--- src/rtl/fetch_queue.sv ---
// fetch_queue: instruction-fetch front end.
// The PC register fetches sequentially from a combinational instruction memory
// into a small FIFO of {pc, inst} pairs. Decode drains the FIFO through a
// valid/ready handshake. A one-cycle redirect pulse reloads the PC and flushes
// the FIFO.
module fetch_queue #(
   parameter int              XLEN     = 32,
   parameter int              DEPTH    = 4,
   parameter int              IMEM_AW  = 8,
   parameter logic [XLEN-1:0] RESET_PC = '0
) (
   input  logic                     clk,
   input  logic                     rst,
   output logic [IMEM_AW-1:0]       imem_addr,
   input  logic [XLEN-1:0]          imem_data,
   input  logic                     redirect_valid,
   input  logic [XLEN-1:0]          redirect_pc,
   output logic                     out_valid,
   input  logic                     out_ready,
   output logic [XLEN-1:0]          out_inst,
   output logic [XLEN-1:0]          out_pc,
   output logic [XLEN-1:0]          out_pc_plus4,
   output logic [$clog2(DEPTH):0]   count,
   output logic                     misalign_err
);

   localparam int PW = $clog2(DEPTH);
   localparam int CW = PW + 1;
   localparam logic [CW-1:0] FULL = CW'(DEPTH);

   logic [XLEN-1:0] pc_reg, pc_next;
   logic [PW-1:0]   rd_ptr_reg, rd_ptr_next;
   logic [PW-1:0]   wr_ptr_reg, wr_ptr_next;
   logic [CW-1:0]   count_reg, count_next;
   logic            err_reg, err_next;

   logic [XLEN-1:0] fifo_pc_reg   [DEPTH];
   logic [XLEN-1:0] fifo_inst_reg [DEPTH];

   logic            head_valid;
   logic            push;
   logic            pop;

   // Fetch address comes straight from the PC register only.
   assign imem_addr = pc_reg[IMEM_AW+1:2];

   // Head is hidden while a redirect squashes the queue, and while in reset.
   assign head_valid = (count_reg != '0) & ~redirect_valid & ~rst;
   assign pop        = head_valid & out_ready;
   assign push       = ~redirect_valid & ((count_reg < FULL) | pop);

   // Output view: zeros whenever no valid head is presented.
   always_comb begin
      out_valid    = head_valid;
      out_inst     = '0;
      out_pc       = '0;
      out_pc_plus4 = '0;
      if (head_valid) begin
         out_inst     = fifo_inst_reg[rd_ptr_reg];
         out_pc       = fifo_pc_reg[rd_ptr_reg];
         out_pc_plus4 = fifo_pc_reg[rd_ptr_reg] + XLEN'(4);
      end
      count        = rst ? '0 : count_reg;
      misalign_err = rst ? 1'b0 : err_reg;
   end

   // Next-state logic: redirect flushes and reloads, otherwise push/pop.
   always_comb begin
      pc_next     = pc_reg;
      rd_ptr_next = rd_ptr_reg;
      wr_ptr_next = wr_ptr_reg;
      count_next  = count_reg + CW'(push) - CW'(pop);
      err_next    = err_reg;
      if (redirect_valid) begin
         pc_next     = {redirect_pc[XLEN-1:2], 2'b00};
         rd_ptr_next = '0;
         wr_ptr_next = '0;
         count_next  = '0;
         if (redirect_pc[1:0] != 2'b00) begin
            err_next = 1'b1;
         end
      end else begin
         if (push) begin
            wr_ptr_next = wr_ptr_reg + PW'(1);
            pc_next     = pc_reg + XLEN'(4);
         end
         if (pop) begin
            rd_ptr_next = rd_ptr_reg + PW'(1);
         end
      end
   end

   // Control state register; reset wins over redirect and push.
   always_ff @(posedge clk) begin
      if (rst) begin
         pc_reg     <= RESET_PC;
         rd_ptr_reg <= '0;
         wr_ptr_reg <= '0;
         count_reg  <= '0;
         err_reg    <= 1'b0;
      end else begin
         pc_reg     <= pc_next;
         rd_ptr_reg <= rd_ptr_next;
         wr_ptr_reg <= wr_ptr_next;
         count_reg  <= count_next;
         err_reg    <= err_next;
      end
   end

   // FIFO storage: capture the current fetch on every push.
   always_ff @(posedge clk) begin
      if (push && !rst) begin
         fifo_pc_reg[wr_ptr_reg]   <= pc_reg;
         fifo_inst_reg[wr_ptr_reg] <= imem_data;
      end
   end

endmodule

--- config.mk ---
export PLATFORM = sky130hd
export DESIGN_NAME = fetch_queue
export DESIGN_NICKNAME = d
export VERILOG_FILES = /design/src/rtl/fetch_queue.sv
export SDC_FILE = /design/constraint.sdc
export NUM_CORES = 1
export LEC_CHECK = 0
export BUFFER_PORTS_ARGS = -buffer_cell sky130_fd_sc_hd__buf_2
export CORE_MARGIN = 4
export CORE_UTILIZATION = 40
export CTS_CLUSTER_SIZE = 20
export DETAILED_ROUTE_END_ITERATION = 12
export PLACE_DENSITY = 0.57
export SLEW_MARGIN = 20
export SYNTH_ARGS = -nofsm -noshare
export SYNTH_HDL_FRONTEND = slang
export SYNTH_SLANG_ARGS = --single-unit
--- constraint.sdc ---
create_clock -name clk -period 4.5 [get_ports clk]
set_input_delay 1.35 -clock clk [delete_from_list [all_inputs] [get_ports clk]]
set_output_delay 1.35 -clock clk [all_outputs]
set_load 0.02 [all_outputs]
==> reports/summary.txt, run 1 <==
Final period utilization: 0.971
Synth area leaders: edfxtp_1, mux4_2, dfxtp_1
Grt ovf: 0
Post-synthesis async set-or-reset flop share: 0
Vias in the first global route: 7446
Port bufs: 172
Cts bufs inserted: 31
Worst vdd ir: 0.297 mV
I/O pin count: 177
Cell variety after synth: 54
Status: finished clean
Register area share after synthesis: 0.662
Clock root cell: clkbuf_16
Mux cell area share after synthesis: 0.118
Global routing's busiest layer: met2
Reg clk slew, reported paths: 60 ps
Detailed Routing Iterations Pass 1: 4
Grt met3 use: 0.0284
CTS tree: done
Synthesized flop and latch total: 288
WP buf/inv: 2
Worst path depth: 8
GRT Total Usage: 0.160
Cell Area, Synth: 12500 µm²
Crit path kind: reg -> out
Core Rows: 64
Grt met2 use: 0.259
Ratio of cells with drive above 1 in the final layout: 0.342
Initial antenna violation count: 0
Largest family of logic cells by synthesized area: multiplexers
Crit-path max FO: 7
Post-DRT Antenna Nets: 0
Class of the worst hold path: reg -> reg
Setup TNS: 0 ps
Hold Violations, Final: 0
Hold endpoint: err_reg
Synthesis-to-finish area growth: 19.9%
Largest net degree at the start of global routing: 63
Final max-slew violation count: 0
Hold Path Origin: err_reg
DP Worst Slack: 321 ps
Via count: 7305
Max reg flops: 128
Slew headroom: 0.542
# DRC: 0
Post-synth EDFFs: 248
Yosys top cell by area: edfxtp_1
Final net count: 1064
Warning count from the yosys run: 0
Number of fill cells: 2673
Max frequency: 0.229 GHz
Dominant synthesized flop cell: edfxtp_1
Post-synthesis xor/xnor area fraction: 0.0302
M1 GR Usage: 0.233
Die H: 184 µm
Die ar.: 34000 µm²
Clock sinks: 288
Synth top area share: 0.598
Worst slew pin tran: 685 ps
Initial core utilization: 0.406
Worst path max stage delay: 490 ps
Crit path launch type: register
Arrival time worst endpoint: 3020 ps
Clock buffer depth: 3
WL/cell: 19.8 µm
RR Startpoint: count_reg[1]
RSZ-0062 raised after global routing: no
Vias per inst: 5.19
HPWL after detailed placement: 18200 µm
Fin worst setup slack: 131 ps
Crit-path leading delay family: simple AND/OR/NAND/NOR gates
H-tree levels: 1
Synthesized instance count: 793
GP Congestion: 0.744
Core area: 30700 µm²
Clock insertion delay at the later pin of the skew report: 550 ps
Adder-Cell Fraction of Synth Area: 0.00965
Leak: 5.30 nW
Compound-gate portion of the synthesized area: 0.0328
Mean Syn Cell Area: 15.7 µm²
Worst Path Required: 3150 ps
Initial DRC Count: 497
First-pass GRT wire length: 42700 µm
# setup viols final: 0
Simple-Gate Fraction of Synth Area: 0.111
Reg2Reg Depth: 13
Pwr dens: 382 nW/µm²
Final worst path period need: 4370 ps
Slowest cell on the critical path: or3_2
R2R Path End: count_reg[2]
Most frequent cells in the layout: edfxtp_1, buf_2, and2_1
Most common cell after layout, fill and taps aside: edfxtp_1
Die span in x: 184 µm
Hold path cells: 2
R2R setup slack: 1670 ps
Layout Skew: 19.4 ps
Max_cap viols: 0
Critical-path cell list: buf_4 > mux4_2 > ha_4 > nand3_4 > or3_2 > or4_1 > a21oi_2 > buf_6
CP endpoint kind: output pin
DRT Wirelength: 27800 µm
N_diodes: 0
Cts hold-fix bufs: 0
==> worst max-delay path by stage <==
stage                   start                   to  slack [ps]
6_report             register     out_pc_plus4[30]         130
5_1_grt              register     out_pc_plus4[30]          20
4_1_cts              register     out_pc_plus4[31]           5
3_5_place_dp   redirect_valid     out_pc_plus4[25]         320
3_3_place_gp   redirect_valid     out_pc_plus4[25]         350
2_1_floorplan  redirect_valid  fifo_inst_reg[0][0]         170
==> per-layer routing <==
metal	routed length [µm]	share of wire
met3	1620	0.058
met4	438	0.016
met5	0	0
met1	12600	0.45
met2	13100	0.47
==> tightest hold or removal path, stage by stage (launching register included) <==
cell and delay (ps):
dfxtp_1 300, inv_1 60, a21oi_1 50
==> Yosys cell counts (all sizes together), types with 6 or more instances <==
| library cell | n |
|---|---|
| a211oi | 19 |
| a21oi | 14 |
| and2 | 65 |
| and3 | 8 |
| and4 | 9 |
| buf | 26 |
| clkbuf | 29 |
| dfxtp | 40 |
| edfxtp | 248 |
| ha | 8 |
| inv | 18 |
| mux4 | 62 |
| nand2 | 32 |
| nand3 | 19 |
| nand4 | 12 |
| nor2 | 53 |
| nor3 | 20 |
| nor4 | 6 |
| o21ai | 15 |
| or4 | 14 |
| xnor2 | 33 |
| xor2 | 10 |
==> per-stage QoR <==
step                      instance area [µm²]  instances  hold WS, ps  power [W]   util
final                                   14900       1407          458    0.00570  0.487
after global routing                    14900       1407          486    0.00592  0.487
after CTS                               14800       1394          460    0.00576  0.481
after detailed placement                13700       1332          450    0.00338  0.448
after global placement                  13700       1332          444    0.00337  0.448
after floorplan                         12500        796          432    0.00325      -
==> cells by family (layout without fill, tap and decap cells) <==
| group | Yosys count | after routing |
|---|---|---|
| and+or+nand+nor | 250 | 250 |
| other | 1 | 4 |
| muxes | 65 | 65 |
| xor gates and xnor gates | 43 | 43 |
| AOI/OAI and AO/OA | 63 | 63 |
| adders and majority gates | 9 | 9 |
| buffers and inverters | 74 | 289 |
| DFF | 288 | 288 |
==> report_power, final <==
| part | total, W | internal (W) | switching [W] |
|---|---|---|---|
| clock network | 0.00237 | 0.00137 | 0.00100 |
| registers | 0.00303 | 0.00297 | 0.0000552 |
| logic | 0.000297 | 0.000121 | 0.000176 |
| total | 0.00570 | 0.00447 | 0.00123 |
==> layout make-up <==
class                   instances  area, µm²  area share
clock buffers                  39        836      0.0560
clock inverters                18        133     0.00889
inverters                      19       71.3     0.00478
multi-input cells             434       3830       0.257
flip-flops and latches        288       8260       0.553
well taps                     396        495      0.0332
repair buffers                213       1300      0.0872
==> what timing repair did <==
action | 4_1_cts | 5_1_grt
gates resized for setup | 6 | 25
setup buffers | 5 | 13
endpoints found under the setup margin | 14 | 5
pin swaps | 1 | 1
Power figures use the tool's default switching activity.
==> inputs of run 2 (changes only) <==
--- a/config.mk
+++ b/config.mk
@@ -11,6 +11,7 @@
 export CTS_CLUSTER_SIZE = 20
 export DETAILED_ROUTE_END_ITERATION = 12
 export PLACE_DENSITY = 0.57
+export REMOVE_ABC_BUFFERS = 1
 export SLEW_MARGIN = 20
 export SYNTH_ARGS = -nofsm -noshare
 export SYNTH_HDL_FRONTEND = slang
==> run 2 against run 1 <==
  * Register-to-register slack worse by 110 ps
  * Final cell count rose by 0.64%
  * Clock skew fell by 8.8 ps
  * Sequential share of layout area shrank 0.81 points
  * Clock-buffer cell count is 1 higher
  * Sequential power about the same
  * Critical path type unchanged
  * Critical endpoint is now out_pc_plus4[31]
==> reports/summary.txt, run 2 (same netlist as run 1, synthesis figures left out) <==
Arrival time worst endpoint: 3060 ps (+40 ps)
Clock sinks: 288 (unchanged)
Vias in the first global route: 7397 (-0.66%)
Detailed Routing Iterations Pass 1: 7 (+3)
Cell Int Power: 0.00482 W (+7.9%)
Port bufs: 172 (unchanged)
DRT Wirelength: 28300 µm (+1.7%)
R2R Path End: count_reg[2]
Net Switching: 0.00121 W (-1.5%)
Final net count: 1073 (+0.85%)
Initial DRC Count: 437 (-12%)
Reg clk slew, reported paths: 60 ps (about the same)
Pwr dens: 398 nW/µm² (+4.3%)
Status: finished clean
# setup viols final: 0 (unchanged)
Pwr Total: 0.00603 W (+5.9%)
N_diodes: 0 (unchanged)
Ratio of cells with drive above 1 in the final layout: 0.350 (+0.00776)
Hold endpoint: err_reg
Post-DRT Antenna Nets: 0 (unchanged)
Clock buffer depth: 3 (unchanged)
Layout Skew: 10.6 ps (-8.82 ps)
Synthesis-to-finish area growth: 21.7%
Max frequency: 0.227 GHz (-0.96%)
Hold Path Origin: err_reg
Hold Violations, Final: 0 (unchanged)
Clock root cell: clkbuf_16
Top sig layer: met4
Via count: 7352 (+0.64%)
Crit path kind: reg -> out
HPWL after detailed placement: 18700 µm (+2.7%)
Met2 WL: 13800 µm (+5.5%)
Max_cap viols: 0 (unchanged)
Hold path cells: 2 (unchanged)
Largest net degree at the start of global routing: 63 (unchanged)
Sw frac: 0.201 (-0.0150)
GP Congestion: 0.791 (+6.3%)
GRT Total Usage: 0.164 (+0.00365)
Reg2Reg Depth: 13 (unchanged)
Sequential share of power: 0.501 (-0.030)
Crit path launch type: register
Final worst path period need: 4410 ps (+42.4 ps)
Crit-path max FO: 6 (-1)
Slew headroom: 0.491 (-0.0511)
Clk network pwr share: 0.449 (+0.032)
CP endpoint kind: output pin
Max reg flops: 128 (unchanged)
Die span in x: 184 µm (unchanged)
Final max-slew violation count: 0 (unchanged)
WL/cell: 20.0 µm (+1.0%)
Leak: 5.43 nW (+2.4%)
First-pass GRT wire length: 43100 µm (+0.84%)
Vias per inst: 5.19 (about the same)
Worst vdd ir: 0.308 mV (+3.8%)
I/O pin count: 177 (unchanged)
# DRC: 0 (unchanged)
Core area: 30700 µm² (unchanged)
Clock insertion delay at the later pin of the skew report: 540 ps (about the same)
Class of the worst hold path: reg -> reg
RSZ-0062 raised after global routing: no
Met3 wire length: 1580 µm (-2.0%)
Cts bufs inserted: 31 (unchanged)
R2R setup slack: 1560 ps (-110 ps)
Wire length on met1: 12300 µm (-3.1%)
RR Startpoint: count_reg[1]
Core Rows: 64 (unchanged)
Setup TNS: 0 ps (unchanged)
Cts hold-fix bufs: 0 (unchanged)
Most common cell after layout, fill and taps aside: edfxtp_1
Die ar.: 34000 µm² (unchanged)
Initial antenna violation count: 0 (unchanged)
Most frequent cells in the layout: edfxtp_1, buf_2, and2_1
Grt ovf: 0 (unchanged)
DP Worst Slack: 305 ps (-16.2 ps)
Initial core utilization: 0.406 (unchanged)
Die H: 184 µm (unchanged)
H-tree levels: 1 (unchanged)
Final period utilization: 0.980 (+0.00943)
Worst slew pin tran: 763 ps (+77.9 ps)
Fin worst setup slack: 89.0 ps (-42.4 ps)
Worst Path Required: 3150 ps (about the same)
CTS tree: done
Logic pwr share: 0.050 (-0.002)
-- run 2: cell types whose count changed in the layout (fill, tap and decap cells not counted), sizes merged --
cell      before  now
clkinv        13    8
clkinvlp       1    2
inv           22   19
clkbuf        39   42
buf          213  220
bufinv         1    7
-- run 2: timing repair --
| action | 4_1_cts | 5_1_grt |
|---|---|---|
| gates cloned | 0 | 0 |
| gates resized for setup | 7 | 13 |
| setup endpoints to repair | 11 | 6 |
| setup buffers | 10 | 11 |
| pin swaps | 2 | 1 |
-- run 2: worst max-delay path by stage --
stage                         from               end  slack [ps]  cells after the start
finish                    register  out_pc_plus4[31]          90                      8
global placement    redirect_valid         out_pc[7]         340                      7
CTS                       register  out_pc_plus4[26]           3                      7
floorplan                 register  out_pc_plus4[31]       -1590                      5
global route              register  out_pc_plus4[30]         0.9                      8
detailed placement  redirect_valid         out_pc[7]         310                      7
-- run 2: final cells by class --
class                   instances  area [µm²]
clock inverters                17         267
inverters                      19        71.3
well taps                     396         495
repair buffers                222        1390
fillers                      2656       15500
multi-input cells             434        3820
clock buffers                  40         850
flip-flops and latches        288        8260
-- run 2: critical path, stage by stage (launching register included) --
cell and delay (ps):
dfxtp_4 390, clkbuf_4 190, buf_4 150, mux4_2 390, nand4_1 120, or4b_1 510
or4_1 440, a21oi_2 170, buf_4 170
-- run 2: power by group through the flow --
stage	logic [W]	clock network, W	registers (W)
5_1_grt	0.000333	0.00290	0.00303
4_1_cts	0.000302	0.00277	0.00302
3_5_place_dp	0.000298	0	0.00308
6_report	0.000303	0.00271	0.00302
3_3_place_gp	0.000296	0	0.00308
2_1_floorplan	0.000157	0	0.00307
-- run 2: routing by layer --
| layer | GRT usage | vias to the layer above |
|---|---|---|
| met5 | 0 | - |
| met4 | 0.0423 | 0 |
| met3 | 0.0221 | 43 |
| met2 | 0.281 | 178 |
| met1 | 0.223 | 3682 |
| li1 | - | 3449 |
-- run 2: per-stage QoR --
step                      std cells  cell area (µm²)  utilization  hold WS, ps
after floorplan                 741            12100            -          426
after detailed placement       1338            13800        0.450          452
after global placement         1338            13800        0.450          446
after CTS                      1405            15000        0.491          462
after global routing           1416            15100        0.494          499
final                          1416            15100        0.494          458
==> inputs of run 3 (changes only) <==
--- a/config.mk
+++ b/config.mk
@@ -5,12 +5,13 @@
 export SDC_FILE = /design/constraint.sdc
 export NUM_CORES = 1
 export LEC_CHECK = 0
+export ABC_AREA = 1
 export BUFFER_PORTS_ARGS = -buffer_cell sky130_fd_sc_hd__buf_2
 export CORE_MARGIN = 4
 export CORE_UTILIZATION = 40
 export CTS_CLUSTER_SIZE = 20
 export DETAILED_ROUTE_END_ITERATION = 12
-export PLACE_DENSITY = 0.57
+export PLACE_DENSITY = 0.55
 export REMOVE_ABC_BUFFERS = 1
 export SLEW_MARGIN = 20
 export SYNTH_ARGS = -nofsm -noshare
==> constraint.sdc (replaced) <==
create_clock -name clk -period 5.3 [get_ports clk]
set_input_delay 1.59 -clock clk [delete_from_list [all_inputs] [get_ports clk]]
set_output_delay 1.59 -clock clk [all_outputs]
set_load 0.02 [all_outputs]
==> run 3 against run 2 <==
  * Sequential cell count unchanged
  * Sequential share of layout area decreased by 3.6 points
  * Clock power decreased by 18%
  * Utilization decreased by 2.4 points
  * Power decreased by 15%
  * Setup slack improved by 200 ps
  * First-iteration DRC count increased by 65%
  * Global-route usage increased by 3.4 points
  * Clock skew increased by 8.4 ps
  * Combinational power increased by 3%
  * Critical path type unchanged
==> reports/summary.txt, run 3 <==
Class of the worst hold path: reg -> reg
R2R Path End: fifo_inst_reg[2][9]
Area of placed instances: 15100 µm² (+9.6%)
Final Instance Area: 16200 µm² (+7.0%)
Clock buffer depth: 3 (unchanged)
GP Congestion: 0.891 (+13%)
Final max-slew violation count: 0 (unchanged)
H-tree levels: 2 (+1)
Core Rows: 68 (+6.3%)
Post-synthesis async set-or-reset flop share: 0 (unchanged)
Initial DRC Count: 719 (+65%)
Max_cap viols: 0 (unchanged)
Arrival time worst endpoint: 3420 ps (+360 ps)
Reg clk slew, reported paths: 50 ps (about the same)
WP buf/inv: 2 (-1)
Initial core utilization: 0.404 (-0.00223)
Clock sinks: 288 (unchanged)
Synthesis-to-finish area growth: 16.5%
N_diodes: 0 (unchanged)
Warning count from the yosys run: 0 (unchanged)
Cell Area, Synth: 13900 µm² (+12%)
Crit path launch type: register
Layout Utilization: 0.470 (-0.0236)
Dominant synthesized flop cell: edfxtp_1
Synthesized instance count: 1519 (+92%)
Ratio of cells with drive above 1 in the final layout: 0.170 (-0.180)
Grt ovf: 0 (unchanged)
Crit-path leading delay family: simple AND/OR/NAND/NOR gates
DRT Wirelength: 38300 µm (+35%)
# setup viols final: 0 (unchanged)
Top-count cell post-synth: nand2_1
Most frequent cells in the layout: nand2_1, nor2_1, edfxtp_1
RR Startpoint: count_reg[1]
DP Worst Slack: 511 ps (+206 ps)
Via count: 10900 (+48%)
Final period utilization: 0.945
GRT Total Usage: 0.198 (+0.0340)
I/O pin count: 177 (unchanged)
Final worst path period need: 5010 ps
Post-DRT Antenna Nets: 0 (unchanged)
Post-synth EDFFs: 248 (unchanged)
Number of fill cells: 3374 (+27%)
Clock root cell: clkbuf_16
CTS tree: done
Die H: 195 µm (+5.5%)
Fin worst setup slack: 290 ps (+201 ps)
Yosys top cell by area: edfxtp_1
Die ar.: 37800 µm² (+11%)
Max reg flops: 128 (unchanged)
Synthesized flop and latch total: 288 (unchanged)
Critical-path cell list: buf_4 > nand2_1 > nand3_1 > nand2_1 > nor2_2 > nand2_1 > nor2_1 > o21ai_0 > a21oi_1 > buf_2
Pwr dens: 315 nW/µm² (-21%)
HPWL after detailed placement: 25900 µm (+38%)
Worst vdd ir: 0.210 mV (-32%)
Hold Slack: 454 ps (-3.68 ps)
Worst slew pin tran: 967 ps (+204 ps)
Hold Path Origin: rd_ptr_reg[1]
# DRC: 0 (unchanged)
Clock insertion delay at the later pin of the skew report: 510 ps (-30 ps)
Layout Skew: 19.0 ps (+8.38 ps)
R2R setup slack: 2190 ps (+630 ps)
Synth top area share: 0.535 (-0.0628)
Most common cell after layout, fill and taps aside: nand2_1
Initial antenna violation count: 0 (unchanged)
Detailed Routing Iterations Pass 1: 8 (+1)
WL/cell: 17.8 µm (-11%)
Reg2Reg Depth: 10 (-3)
Worst Path Required: 3710 ps (+560 ps)
Worst path max stage delay: 670 ps (+160 ps)
Slew headroom: 0.355 (-0.136)
Cell variety after synth: 43 (-20%)
Hold path cells: 2 (unchanged)
Max frequency: 0.200 GHz
First-pass GRT wire length: 59400 µm (+38%)
Pwr Total: 0.00511 W (-15%)
Cts hold-fix bufs: 0 (unchanged)
Crit path kind: reg -> out
Vias per inst: 5.05 (-2.7%)
Port bufs: 172 (unchanged)
Leak: 6.53 nW (+20%)
Cts bufs inserted: 34 (+9.7%)
Post-synth top cells: nand2_1, nor2_1, edfxtp_1
Mean Syn Cell Area: 9.16 µm² (-42%)
Core area: 34500 µm² (+12%)
RSZ-0062 raised after global routing: no
Critical Path Most Common Cell: nand2_1
Vias in the first global route: 10600 (+43%)
Hold Violations, Final: 0 (unchanged)
Largest net degree at the start of global routing: 76 (+21%)
Die span in x: 195 µm (+5.5%)
Final net count: 1751 (+63%)
CP endpoint kind: output pin
Crit-path max FO: 50 (+44)
Slowest cell on the critical path: dfxtp_4
Register area share after synthesis: 0.593 (-0.0696)
Synth area leaders: edfxtp_1, nand2_1, nor2_1
Status: finished clean
-- run 3: cell types whose count changed after synthesis, sizes merged, moves of 33 or more --
cell,change
mux4,-62
and2,-65
a21oi,+58
nand2,+389
nand3,+78
nor2,+242
inv,+61
o21ai,+84
buf,+33
-- run 3: tightest hold or removal path: stages (launching register included) --
cell and delay [ps]:
dfxtp_1 290, inv_1 50, a21oi_1 60
-- run 3: kinds of logic after synthesis --
group,after synthesis,synth area share
flip-flops,288,0.593
AND/OR/NAND/NOR,843,0.251
buffers and inverters,159,0.0581
XOR/XNOR,19,0.0120
adder cells (fa/ha/maj),9,0.00863
other,1,0.000270
AO/OA/AOI/OAI,200,0.0769
-- run 3: how the worst max path moves through the flow --
stage                    from  cells after the start          endpoint
3_3_place_gp   redirect_valid                      8  out_pc_plus4[29]
4_1_cts              register                     15  out_pc_plus4[31]
3_5_place_dp   redirect_valid                      8  out_pc_plus4[26]
6_report             register                     10  out_pc_plus4[12]
2_1_floorplan        register                     11  out_pc_plus4[14]
5_1_grt              register                     10  out_pc_plus4[12]
-- run 3: routing by layer --
layer	part of all wire	global-route usage
met5	0	0
met4	0.033	0.0656
met3	0.055	0.0267
met2	0.47	0.331
met1	0.44	0.267
-- run 3: report_power, final --
part / total [W] / internal [W] / switching, W / leakage (nW)
logic: 0.000312 / 0.0000980 / 0.000214 / 3.40
clock network: 0.00223 / 0.00133 / 0.000895 / 0.511
registers: 0.00257 / 0.00252 / 0.0000493 / 2.61
total: 0.00511 / 0.00395 / 0.00116 / 6.53
-- run 3: cell type report --
class                      count  area (µm²)  share of cell area
sequential                   288        8260               0.509
timing repair buffer         195        1120              0.0689
clock inverter                15         175              0.0108
clock buffer                  43         885              0.0546
inverter                      80         308              0.0190
multi-input combinational   1075        4900               0.302
tap                          455         569              0.0351
-- run 3: repair_timing --
action	in CTS	in global routing
endpoints found under the hold margin	0	0
buffers inserted	0	0
endpoints found under the setup margin	0	1
resized for setup	0	2
-- run 3: stage by stage --
stage	setup TNS, ps	cells
6_report	0	2151
4_1_cts	0	2151
3_3_place_gp	0	2093
5_1_grt	0	2151
2_1_floorplan	-124370	1443
3_5_place_dp	0	2093
